<file path="src/rtl/word_narrower.sv">
// ---------------------------------------------------------------------------
// word_narrower
//
// Narrows 32-bit ALU words to 16-bit halfwords for the halfword store path.
// Each accepted word is checked for representability in signed or unsigned
// 16-bit form. Words that do not fit are flagged with out_ovf. When they do
// not fit they are either saturated or truncated, depending on the build.
// Results pass through a 2-entry output FIFO with valid/ready handshakes on
// both sides. A sticky, saturating counter tracks how many accepted words
// overflowed.
//
// Build option:
//   WORD_NARROWER_SAT_EN  defined   -> overflowing words saturate
//                                      (signed: 7FFF/8000, unsigned: FFFF)
//                         undefined -> overflowing words truncate to [15:0]
//
// Ports:
//   clk        in   1   system clock, rising edge
//   rst_n      in   1   asynchronous active-low reset
//   in_valid   in   1   in_data/in_signed valid
//   in_ready   out  1   unit can accept a word (registered state only)
//   in_data    in   32  word to narrow
//   in_signed  in   1   1 = signed range check, 0 = unsigned range check
//   out_valid  out  1   out_data/out_ovf valid (FIFO not empty)
//   out_ready  in   1   consumer takes the head entry
//   out_data   out  16  narrowed halfword (FIFO head)
//   out_ovf    out  1   head word was not representable
//   ovf_cnt    out  16  saturating count of accepted overflowing words
//   cnt_clr    in   1   synchronous clear of ovf_cnt (wins over increment)
// ---------------------------------------------------------------------------
module word_narrower (
  input  logic        clk,
  input  logic        rst_n,
  input  logic        in_valid,
  output logic        in_ready,
  input  logic [31:0] in_data,
  input  logic        in_signed,
  output logic        out_valid,
  input  logic        out_ready,
  output logic [15:0] out_data,
  output logic        out_ovf,
  output logic [15:0] ovf_cnt,
  input  logic        cnt_clr
);

  // -------------------------------------------------------------------------
  // Representability check and narrowing
  // -------------------------------------------------------------------------
  logic        fits_signed;
  logic        fits_unsigned;
  logic        ovf;
  logic [15:0] narrowed;

  // A signed value fits in 16 bits when bits [31:15] are all copies of the
  // sign bit. An unsigned value fits when the upper half is all zeros.
  assign fits_signed   = (in_data[31:15] == 17'h00000) ||
                         (in_data[31:15] == 17'h1FFFF);
  assign fits_unsigned = (in_data[31:16] == 16'h0000);
  assign ovf           = in_signed ? ~fits_signed : ~fits_unsigned;

`ifdef WORD_NARROWER_SAT_EN
  always_comb begin
    narrowed = in_data[15:0];
    if (ovf) begin
      if (in_signed) begin
        narrowed = in_data[31] ? 16'h8000 : 16'h7FFF;
      end else begin
        narrowed = 16'hFFFF;
      end
    end
  end
`else
  // Truncation: the low half passes through whether or not the word fits.
  assign narrowed = in_data[15:0];
`endif

  // -------------------------------------------------------------------------
  // 2-entry output FIFO of {data, ovf}
  // -------------------------------------------------------------------------
  logic [16:0] fifo_mem [2];
  logic        wr_ptr;
  logic        rd_ptr;
  logic [1:0]  count;
  logic        push;
  logic        pop;

  // in_ready looks only at count. When the FIFO is full, a pop in the same
  // cycle does not open a slot for a push. This keeps in_ready free of any
  // combinational path from out_ready.
  assign in_ready  = (count != 2'd2);
  assign out_valid = (count != 2'd0);
  assign push      = in_valid & in_ready;
  assign pop       = out_valid & out_ready;

  assign out_data  = fifo_mem[rd_ptr][16:1];
  assign out_ovf   = fifo_mem[rd_ptr][0];

  // Storage is cleared on reset so that out_data/out_ovf read as zero
  // while the FIFO is empty after reset.
  always_ff @(posedge clk or negedge rst_n) begin
    if (!rst_n) begin
      for (int i = 0; i < 2; i++) begin
        fifo_mem[i] <= 17'h00000;
      end
    end else if (push) begin
      fifo_mem[wr_ptr] <= {narrowed, ovf};
    end
  end

  always_ff @(posedge clk or negedge rst_n) begin
    if (!rst_n) begin
      wr_ptr <= 1'b0;
      rd_ptr <= 1'b0;
      count  <= 2'd0;
    end else begin
      if (push) begin
        wr_ptr <= ~wr_ptr;
      end
      if (pop) begin
        rd_ptr <= ~rd_ptr;
      end
      case ({push, pop})
        2'b10:   count <= count + 2'd1;
        2'b01:   count <= count - 2'd1;
        default: count <= count;   // idle, or push and pop together
      endcase
    end
  end

  // -------------------------------------------------------------------------
  // Overflow event counter: saturates at FFFF, and clear beats increment
  // -------------------------------------------------------------------------
  always_ff @(posedge clk or negedge rst_n) begin
    if (!rst_n) begin
      ovf_cnt <= 16'h0000;
    end else if (cnt_clr) begin
      ovf_cnt <= 16'h0000;
    end else if (push && ovf && (ovf_cnt != 16'hFFFF)) begin
      ovf_cnt <= ovf_cnt + 16'h0001;
    end
  end

endmodule

</file>
<file path="config.mk">
export PLATFORM = sky130hd
export DESIGN_NAME = word_narrower
export DESIGN_NICKNAME = d
export VERILOG_FILES = /design/src/rtl/word_narrower.sv
export SDC_FILE = /design/constraint.sdc
export NUM_CORES = 1
export LEC_CHECK = 0
export CAP_MARGIN = 10
export CORE_ASPECT_RATIO = 2
export CORE_MARGIN = 2
export CORE_UTILIZATION = 49
export CTS_BUF_LIST = sky130_fd_sc_hd__clkbuf_4
export DETAILED_ROUTE_END_ITERATION = 8
export GPL_ROUTABILITY_DRIVEN = 1
export HOLD_SLACK_MARGIN = 0.08
export PLACE_DENSITY = 0.84
export SLEW_MARGIN = 40
export SYNTH_ARGS = -nofsm -noshare
export SYNTH_HDL_FRONTEND = slang
export SYNTH_SLANG_ARGS = --single-unit
export TNS_END_PERCENT = 100
</file>
<file path="constraint.sdc">
create_clock -name clk -period 2.35 [get_ports clk]
set_clock_uncertainty 0.05 [all_clocks]
set_input_delay 0.47 -clock clk [delete_from_list [all_inputs] [get_ports clk]]
set_output_delay 0.47 -clock clk [all_outputs]
set_load 0.05 [all_outputs]
</file>
Word level (Yosys, flattened, before mapping)
Index checks and enable logic that the tools add are counted.
W data, S select, Z words.
{"block": "op_classes", "addsub": 3, "n_mul": 0, "div_mod_pow": 0, "magnitude_cmp": 3, "eq_ne": 5, "n_shift": 0, "mux": 10, "bitwise": 8, "reduce_logical": 9}
{"operator": "$mux W17", "n": 4}
{"operator": "$bwmux W34", "n": 1}
{"operator": "$mux W16", "n": 2}
{"operator": "$demux W17 S1", "n": 1}
{"operator": "$eq A17 B17 Y1 const B", "n": 1}
{"operator": "$logic_not A17 Y1", "n": 1}
{"operator": "$add A16 B1 Y16 const B", "n": 1}
{"operator": "$logic_not A16 Y1", "n": 1}
{"operator": "$ne A16 B16 Y1 const B", "n": 1}
{"operator": "$reduce_bool A2 Y1", "n": 3}
{"operator": "$ge A2 B2 Y1 const B", "n": 2}
{"operator": "$not A1 Y1", "n": 4}
{"operator": "$not A1 Y2", "n": 2}
{"operator": "$pmux W2 S2", "n": 1}
{"operator": "$logic_and A1 B1 Y1", "n": 3}
{"operator": "$add A2 B1 Y2 const B", "n": 1}
{"operator": "$and A1 B1 Y1", "n": 2}
{"operator": "$eq A2 B1 Y1 const B", "n": 1}
{"operator": "$eq A2 B2 Y1 const B", "n": 1}
{"operator": "$lt A2 B1 Y1 const B", "n": 1}
{"operator": "$ne A2 B2 Y1 const B", "n": 1}
{"operator": "$sub A2 B1 Y2 const B", "n": 1}
{"operator": "$logic_or A1 B1 Y1", "n": 1}
{"operator": "$mux W1", "n": 1}
{"block": "totals", "regBits": 54, "latchBits": 0, "ram_bits": 0, "romBits": 0, "inputBits": 38, "elab_cells": 44, "memories": 0}

Depth between registers and ports, before layout
Gate-level depths: netlist (run 1).
{"block": "depth", "word_depth": 8, "mapped_depth": 7}

Worst setup path after synthesis (run 1)
Ideal clock, no wire load.
{"block": "synth_timing", "kind": "register to register", "startpoint": "register count[1]", "endpoint": "register fifo_mem[23] (netlist bit)", "arrival_time_ns": 2.024, "t_required_ns": 2.175, "setup_slack_ns": 0.151, "stages_incl_launch_ff": 6, "n_path_buf": 1, "cell_sequence": "dfrtp_1 or2b_1 nand2_2 nor2_1 buf_2 mux2_2"}
{"block": "synth_between", "elab_chain_len": 2}
{"item": "from (decl)", "line": "83", "text": "logic [1:0] count;"}
{"item": "from (signal assigned)", "line": "123", "text": "2'b10: count <= count + 2'd1;"}
{"item": "from (signal assigned)", "line": "124", "text": "2'b01: count <= count - 2'd1;"}
{"item": "from (signal assigned)", "line": "125", "text": "default: count <= count;"}
{"item": "$ne A2 B2 Y1", "line": "90", "text": "assign in_ready = (count != 2'd2);"}
{"item": "via in_ready", "line": "35", "text": "output logic in_ready,"}
{"item": "$and A1 B1 Y1", "line": "92", "text": "assign push = in_valid & in_ready;"}
{"item": "to (signal, indexed assignment)", "line": "106", "text": "fifo_mem[wr_ptr] <= {narrowed, ovf};"}
{"item": "to (decl)", "line": "80", "text": "logic [16:0] fifo_mem [2];"}
The timed path passes the listed nets, and every way through them passes these cells.
A chain may end at the register's enable or synchronous reset.

Final worst setup path (run 1)
{"block": "layout_timing", "startpoint": "register ovf_cnt[2]", "endpoint": "output ovf_cnt[2]"}
{"item": "from (decl)", "line": "42", "text": "output logic [15:0] ovf_cnt,"}
{"item": "from (signal assigned)", "line": "139", "text": "ovf_cnt <= ovf_cnt + 16'h0001;"}
No word-level cell between the ends.

==> results of run 1 <==
==> state kept, by name, indices dropped and copies added (netlist names) <==
register,flops
fifo_mem,34
rd_ptr,1
wr_ptr,1
ovf_cnt,16
count,2
==> worst max path at each step <==
stage / from / end / slack (ns) / cells past startpoint
2_1_floorplan: count[1]$_DFFE_PN0P_ / fifo_mem[23]$_DFFE_PN0P_ / 0.15 / 5
3_3_place_gp: in_data[16] / ovf_cnt[5]$_DFFE_PN0P_ / -0.04 / 7
3_5_place_dp: in_data[16] / ovf_cnt[3]$_DFFE_PN0P_ / -0.08 / 8
4_1_cts: ovf_cnt[2]$_DFFE_PN0P_ / ovf_cnt[2] / 0.08 / 1
5_1_grt: ovf_cnt[2]$_DFFE_PN0P_ / ovf_cnt[2] / 0.04 / 1
6_report: ovf_cnt[2]$_DFFE_PN0P_ / ovf_cnt[2] / 0.1 / 1
==> power breakdown <==
part	leakage [nW]	internal (mW)	total (mW)	switching (mW)
Sequential	0.669	1.27	1.47	0.196
Combinational	0.723	1.03	2.44	1.42
Clock	0.0373	0.129	0.436	0.308
Total	1.43	2.43	4.35	1.92
==> repair_timing <==
item / CTS / global route
endpoints found under the setup margin: 2 / 0
hold endpoints to repair: 25 / 0
gates resized for setup: 2 / 0
hold buffers: 1 / 0
==> final cells by class <==
class,instances,area (um^2),area share
Clock buffer,5,37.54,0.01072
Clock inverter,3,28.78,0.008220
Inverter,3,11.26,0.003217
Multi-Input combinational cell,152,1189,0.3395
Sequential cell,54,1351,0.3860
Tap cell,58,72.57,0.02073
Timing Repair Buffer,87,810.8,0.2316
==> metal layers <==
layer / up-vias / global-route usage / wire, um
li1: 976 / - / -
met1: 982 / 0.2027 / 2020
met2: 47 / 0.3827 / 3257
met3: 6 / 0.03981 / 182
met4: 0 / 0.06098 / 69
met5: - / 0 / 0
==> layout by cell type (no fill, tap or decap), types with 5 or more instances in the layout <==
master	synthesis	routed
a21oi_1	15	15
buf_4	0	29
clkbuf_4	0	5
clkdlybuf4s50_1	0	52
dfrtp_1	54	54
mux2_2	50	50
nand2_1	8	8
nand3_1	6	6
nand4_1	9	9
nor2_1	6	6
o21ai_0	13	13
or3_1	13	13
==> stage by stage <==
step | cells | power (mW) | hold WS, ns
6_report | 362 | 4.349 | 0.4464
5_1_grt | 362 | 4.582 | 0.4821
4_1_cts | 362 | 4.404 | 0.4470
3_5_place_dp | 353 | 3.974 | 0.4225
3_3_place_gp | 353 | 3.917 | 0.4127
2_1_floorplan | 218 | 3.231 | 0.1244
==> cells by family (layout without fill, tap and decap cells) <==
group           after synthesis  count (layout)  synth area share
fa+ha+maj                     2               2          0.009660
mux                          50              50            0.2174
xor+xnor                      6               6           0.02029
buf+inv                      12              98           0.01932
flops                        54              54            0.5217
simple gates                 61              61            0.1353
compound gates               33              33           0.07633
==> worst reg2reg max path, cell delays in order (launching register included) <==
cell and delay (ns):
dfrtp_1 0.51, nand4_2 0.19, or2_1 0.31, or3_1 0.41
or4_1 0.41, a21oi_1 0.15
==> results.sh, run 1 <==
export IMPL_synth_flop_cell="dfrtp_1"
export IMPL_worst_r2r_path_depth=5
export IMPL_diodes=0
export IMPL_gp_congestion=0.7793
export IMPL_hold_path_cell_count=1
export IMPL_hold_start="count[1]$_DFFE_PN0P_"
export IMPL_grt_use_total=0.1961
export IMPL_dieWidth_um=55.41
export IMPL_grt_antenna_before_repair=0
export IMPL_avgSynthCellArea_um2=11.88
export IMPL_power_leakage_nw=1.429
export IMPL_path_buf_inv=1
export IMPL_path_delay_family="buffers and inverters"
export IMPL_cp_required_ns=1.83
export IMPL_grt_overflow_total=0
export IMPL_synth_edf_count=0
export IMPL_yosysMostFrequentCell="dfrtp_1"
export IMPL_ir_worst_vdd_uv=1214
export IMPL_syn_to_final_growth_pct=35.17
export IMPL_clk_latency_ns=0.38
export IMPL_crit_chain="clkdlybuf4s50_1"
export IMPL_netlist_area_leader_share=0.5217
export IMPL_synthTopCellsByCount="54 x dfrtp_1, 50 x mux2_2, 15 x a21oi_1"
export IMPL_syn_nets=258
export IMPL_max_stage_delay_ns=0.85
export IMPL_grt_max_degree=30
export IMPL_final_area_mm2=0.003501
export IMPL_synth_seq_cells=54
export IMPL_path_clk_slew_ns=0.16
export IMPL_drt_wirelength_per_cell_um=15.28
export IMPL_synthTopCellsByArea="dfrtp_1 52%, mux2_2 22%, or3_1 3.1%"
export IMPL_first_pass_iters=4
export IMPL_status="finished, final reports clean"
export IMPL_async_flop_share=1.000
export IMPL_port_buffers=72
export IMPL_rsz0062_at_grt="no"
export IMPL_fin_ws_ns=0.09627
export IMPL_reg2reg_from="ovf_cnt[2]$_DFFE_PN0P_"
export IMPL_initial_core_util=0.5040
export IMPL_post_cts_setup_buffers=0
export IMPL_slew_headroom=0.5800
export IMPL_fin_nets=343
export IMPL_fmax_mhz=443.7
export IMPL_cp_slowest_cell="clkdlybuf4s50_1"
export IMPL_placed_area_mm2=0.003427
export IMPL_viasPerCell=5.555
export IMPL_setup_viol=0
export IMPL_utilization=0.6813
export IMPL_r2r_slack_ns=0.27
export IMPL_cts_made_buffers=5
export IMPL_critPathKind="flip-flop to output port"
export IMPL_finalCritPeriodShare=0.9590
export IMPL_drv_slew=0
export IMPL_netlist_instances=218
export IMPL_worst_pin_slew_ns=0.6300
export IMPL_grt_first_pass_wirelength_um=9204
export IMPL_route_detailed_drc=0
export IMPL_arrival_ns=1.73
export IMPL_r2r_end="ovf_cnt[13]$_DFFE_PN0P_"
export IMPL_n_fill_cell=417
export IMPL_clockRootBuffer="clkbuf_4"
export IMPL_yosysWarnings=0
export IMPL_tns_ns=0
export IMPL_pin_count=73
export IMPL_min_to="count[1]$_DFFE_PN0P_"
export IMPL_first_global_vias=2043
export IMPL_dpl_hpwl_um=4404
export IMPL_core_mm2=0.005139
export IMPL_startpoint_type="flip-flop"
export IMPL_routed_wirelength_um=5530
export IMPL_endpoint_kind="output port"
export IMPL_yosysSeqAreaShare=0.5217
export IMPL_hold_violations=0
export IMPL_drv_cap=0
export IMPL_p_per_area_mw_per_mm2=1242
export IMPL_syn_cell_area_mm2=0.002590
export IMPL_cts_tree="done"
export IMPL_row_count=37
export IMPL_ys_types=29
export IMPL_yosysTopAreaCell="dfrtp_1"
export IMPL_htree_levels=2
export IMPL_hp_class="flip-flop to flip-flop"
export IMPL_period_needed_ns=2.254
export IMPL_dp_slack_ns=-0.08456
export IMPL_drtIter0Drc=39
export IMPL_cts_sinks=54
export IMPL_dieArea_mm2=0.005919
export IMPL_drive_gt1_frac=0.3092
export IMPL_ant_nets=0
export IMPL_crit_fanout=6
export IMPL_cts_buffer_depth=2
export IMPL_vias=2011
export IMPL_chipHeight_um=106.8
Note: power is estimated with default switching activity, not from simulation.
==> run 2: changes to the inputs <==
--- a/config.mk
+++ b/config.mk
@@ -7,7 +7,7 @@
 export LEC_CHECK = 0
 export CAP_MARGIN = 10
 export CORE_ASPECT_RATIO = 2
-export CORE_MARGIN = 2
+export CORE_MARGIN = 10
 export CORE_UTILIZATION = 49
 export CTS_BUF_LIST = sky130_fd_sc_hd__clkbuf_4
 export DETAILED_ROUTE_END_ITERATION = 8
==> run 2 against run 1 <==
First-iteration DRC count grew to 2.7 times the previous value; critical path depth unchanged; combinational power is essentially flat; cell area increased by 0.54%; fmax increased by 0.35%; clock power grew 21%; via count grew 0.75%; power grew 2.4%; critical endpoint unchanged.
==> results.sh, run 2 (synthesis gave the netlist of run 1 again) <==
export IMPL_status="finished, final reports clean"
export IMPL_dieWidth_um=71.41
export IMPL_cts_made_buffers=5
export IMPL_r2r_end="ovf_cnt[5]$_DFFE_PN0P_"
export IMPL_vias=2026
export IMPL_seq_area_mm2=0.001351
export IMPL_r2r_slack_ns=0.32
export IMPL_setup_viol=0
export IMPL_crit_fanout=6
export IMPL_drv_cap=0
export IMPL_fin_nets=342
export IMPL_multi_input_area_mm2=0.001189
export IMPL_drive_gt1_frac=0.3102
export IMPL_dpl_hpwl_um=4810
export IMPL_period_needed_ns=2.246
export IMPL_crit_chain="clkdlybuf4s50_1"
export IMPL_cp_slowest_cell="clkdlybuf4s50_1"
export IMPL_p_per_area_mw_per_mm2=1265
export IMPL_clk_latency_ns=0.37
export IMPL_pin_count=73
export IMPL_dp_slack_ns=-0.09299
export IMPL_routed_wirelength_um=6114
export IMPL_initial_core_util=0.5040
export IMPL_drt_wirelength_per_cell_um=16.94
export IMPL_slew_headroom=0.6044
export IMPL_reg_top3="fifo_mem x34, ovf_cnt x16, count x2"
export IMPL_core_mm2=0.005139
export IMPL_path_clk_slew_ns=0.16
export IMPL_fmax_mhz=445.3
export IMPL_worst_pin_slew_ns=0.5934
export IMPL_final_cell_mix="54 x dfrtp_1, 52 x clkdlybuf4s50_1, 50 x mux2_2, 28 x buf_4, 15 x a21oi_1"
export IMPL_max_stage_delay_ns=0.85
export IMPL_dieArea_mm2=0.008770
export IMPL_path_buf_inv=1
export IMPL_diodes=0
export IMPL_path_delay_family="buffers and inverters"
export IMPL_largest_reg_flops=34
export IMPL_syn_to_final_growth_pct=35.89
export IMPL_grt_antenna_before_repair=0
export IMPL_row_count=37
export IMPL_reg2reg_from="ovf_cnt[9]$_DFFE_PN0P_"
export IMPL_critPathKind="flip-flop to output port"
export IMPL_first_pass_iters=4
export IMPL_startpoint_type="flip-flop"
export IMPL_rsz0062_at_grt="no"
export IMPL_hold_violations=0
export IMPL_cts_sinks=54
export IMPL_grt_max_degree=31
export IMPL_worst_r2r_path_depth=7
export IMPL_cts_tree="done"
export IMPL_min_to="fifo_mem[0]$_DFFE_PN0P_"
export IMPL_hold_path_cell_count=2
export IMPL_drv_slew=0
export IMPL_hp_class="flip-flop to flip-flop"
export IMPL_power_leakage_nw=1.439
export IMPL_first_global_vias=2169
export IMPL_ir_worst_vdd_uv=1194
export IMPL_gp_congestion=0.8395
export IMPL_port_buffers=72
export IMPL_cp_required_ns=1.83
export IMPL_hold_start="fifo_mem[0]$_DFFE_PN0P_"
export IMPL_htree_levels=2
export IMPL_clockRootBuffer="clkbuf_4"
export IMPL_drtIter0Drc=107
export IMPL_grt_first_pass_wirelength_um=10130
export IMPL_fin_ws_ns=0.1041
export IMPL_endpoint_kind="output port"
export IMPL_largest_register="fifo_mem"
export IMPL_post_cts_setup_buffers=0
export IMPL_layout_cells_non_filler=361
export IMPL_arrival_ns=1.73
export IMPL_n_fill_cell=387
export IMPL_viasPerCell=5.612
export IMPL_cts_buffer_depth=2
export IMPL_grt_use_total=0.1392
export IMPL_route_detailed_drc=0
export IMPL_mostFrequentLayoutCell="dfrtp_1"
export IMPL_chipHeight_um=122.8
export IMPL_ant_nets=0
export IMPL_grt_overflow_total=0
export IMPL_placed_cells=352
export IMPL_finalCritPeriodShare=0.9557
==> run 2: how the worst max path moves through the flow <==
stage                                 from                  endpoint  cells after the start
floorplan             count[1]$_DFFE_PN0P_  fifo_mem[23]$_DFFE_PN0P_                      5
global placement               in_data[16]   ovf_cnt[11]$_DFFE_PN0P_                      8
detailed placement             in_data[16]    ovf_cnt[9]$_DFFE_PN0P_                      8
CTS                 ovf_cnt[2]$_DFFE_PN0P_                ovf_cnt[2]                      1
global route        ovf_cnt[2]$_DFFE_PN0P_                ovf_cnt[2]                      1
finish              ovf_cnt[2]$_DFFE_PN0P_                ovf_cnt[2]                      1
==> run 2: metal layers <==
metal,up-vias,track usage,share of wire
met5,-,0,0
li1,967,-,-
met1,995,0.1379,0.35
met2,56,0.2605,0.56
met3,8,0.04847,0.071
met4,0,0.04136,0.015
==> run 2: cell type report <==
class,instances,share of cell area
Inverter,3,0.003199
Clock buffer,5,0.01066
Clock inverter,3,0.01244
Sequential cell,54,0.3839
Timing Repair Buffer,86,0.2314
Multi-Input combinational cell,152,0.3377
Tap cell,58,0.02062
==> run 2: repair_timing <==
action	4_1_cts	5_1_grt
setup endpoints to repair	1	0
hold buffers	1	0
hold endpoints to repair	24	0
resized for setup	1	0
==> run 2: worst min-delay path, delay by kind of cell (launching register included) <==
family / cells / cell delay (ns)
simple gates: 1 / 0.05
flops: 1 / 0.37
compound gates: 1 / 0.06
==> run 2: stage by stage <==
stage	hold WS (ns)	setup TNS, ns	power [mW]	util	cell area, um^2
2_1_floorplan	0.1244	0	3.231	-	2590
3_3_place_gp	0.4143	0	3.923	0.6674	3430
3_5_place_dp	0.4236	-0.7856	3.993	0.6674	3430
4_1_cts	0.4571	0	4.517	0.6849	3520
5_1_grt	0.4850	0	4.693	0.6849	3520
6_report	0.4549	0	4.453	0.6849	3520
==> run 2: where the power goes <==
part,switching (mW),total [mW],internal [mW]
Sequential,0.181,1.45,1.27
Combinational,1.45,2.47,1.02
Clock,0.301,0.528,0.227
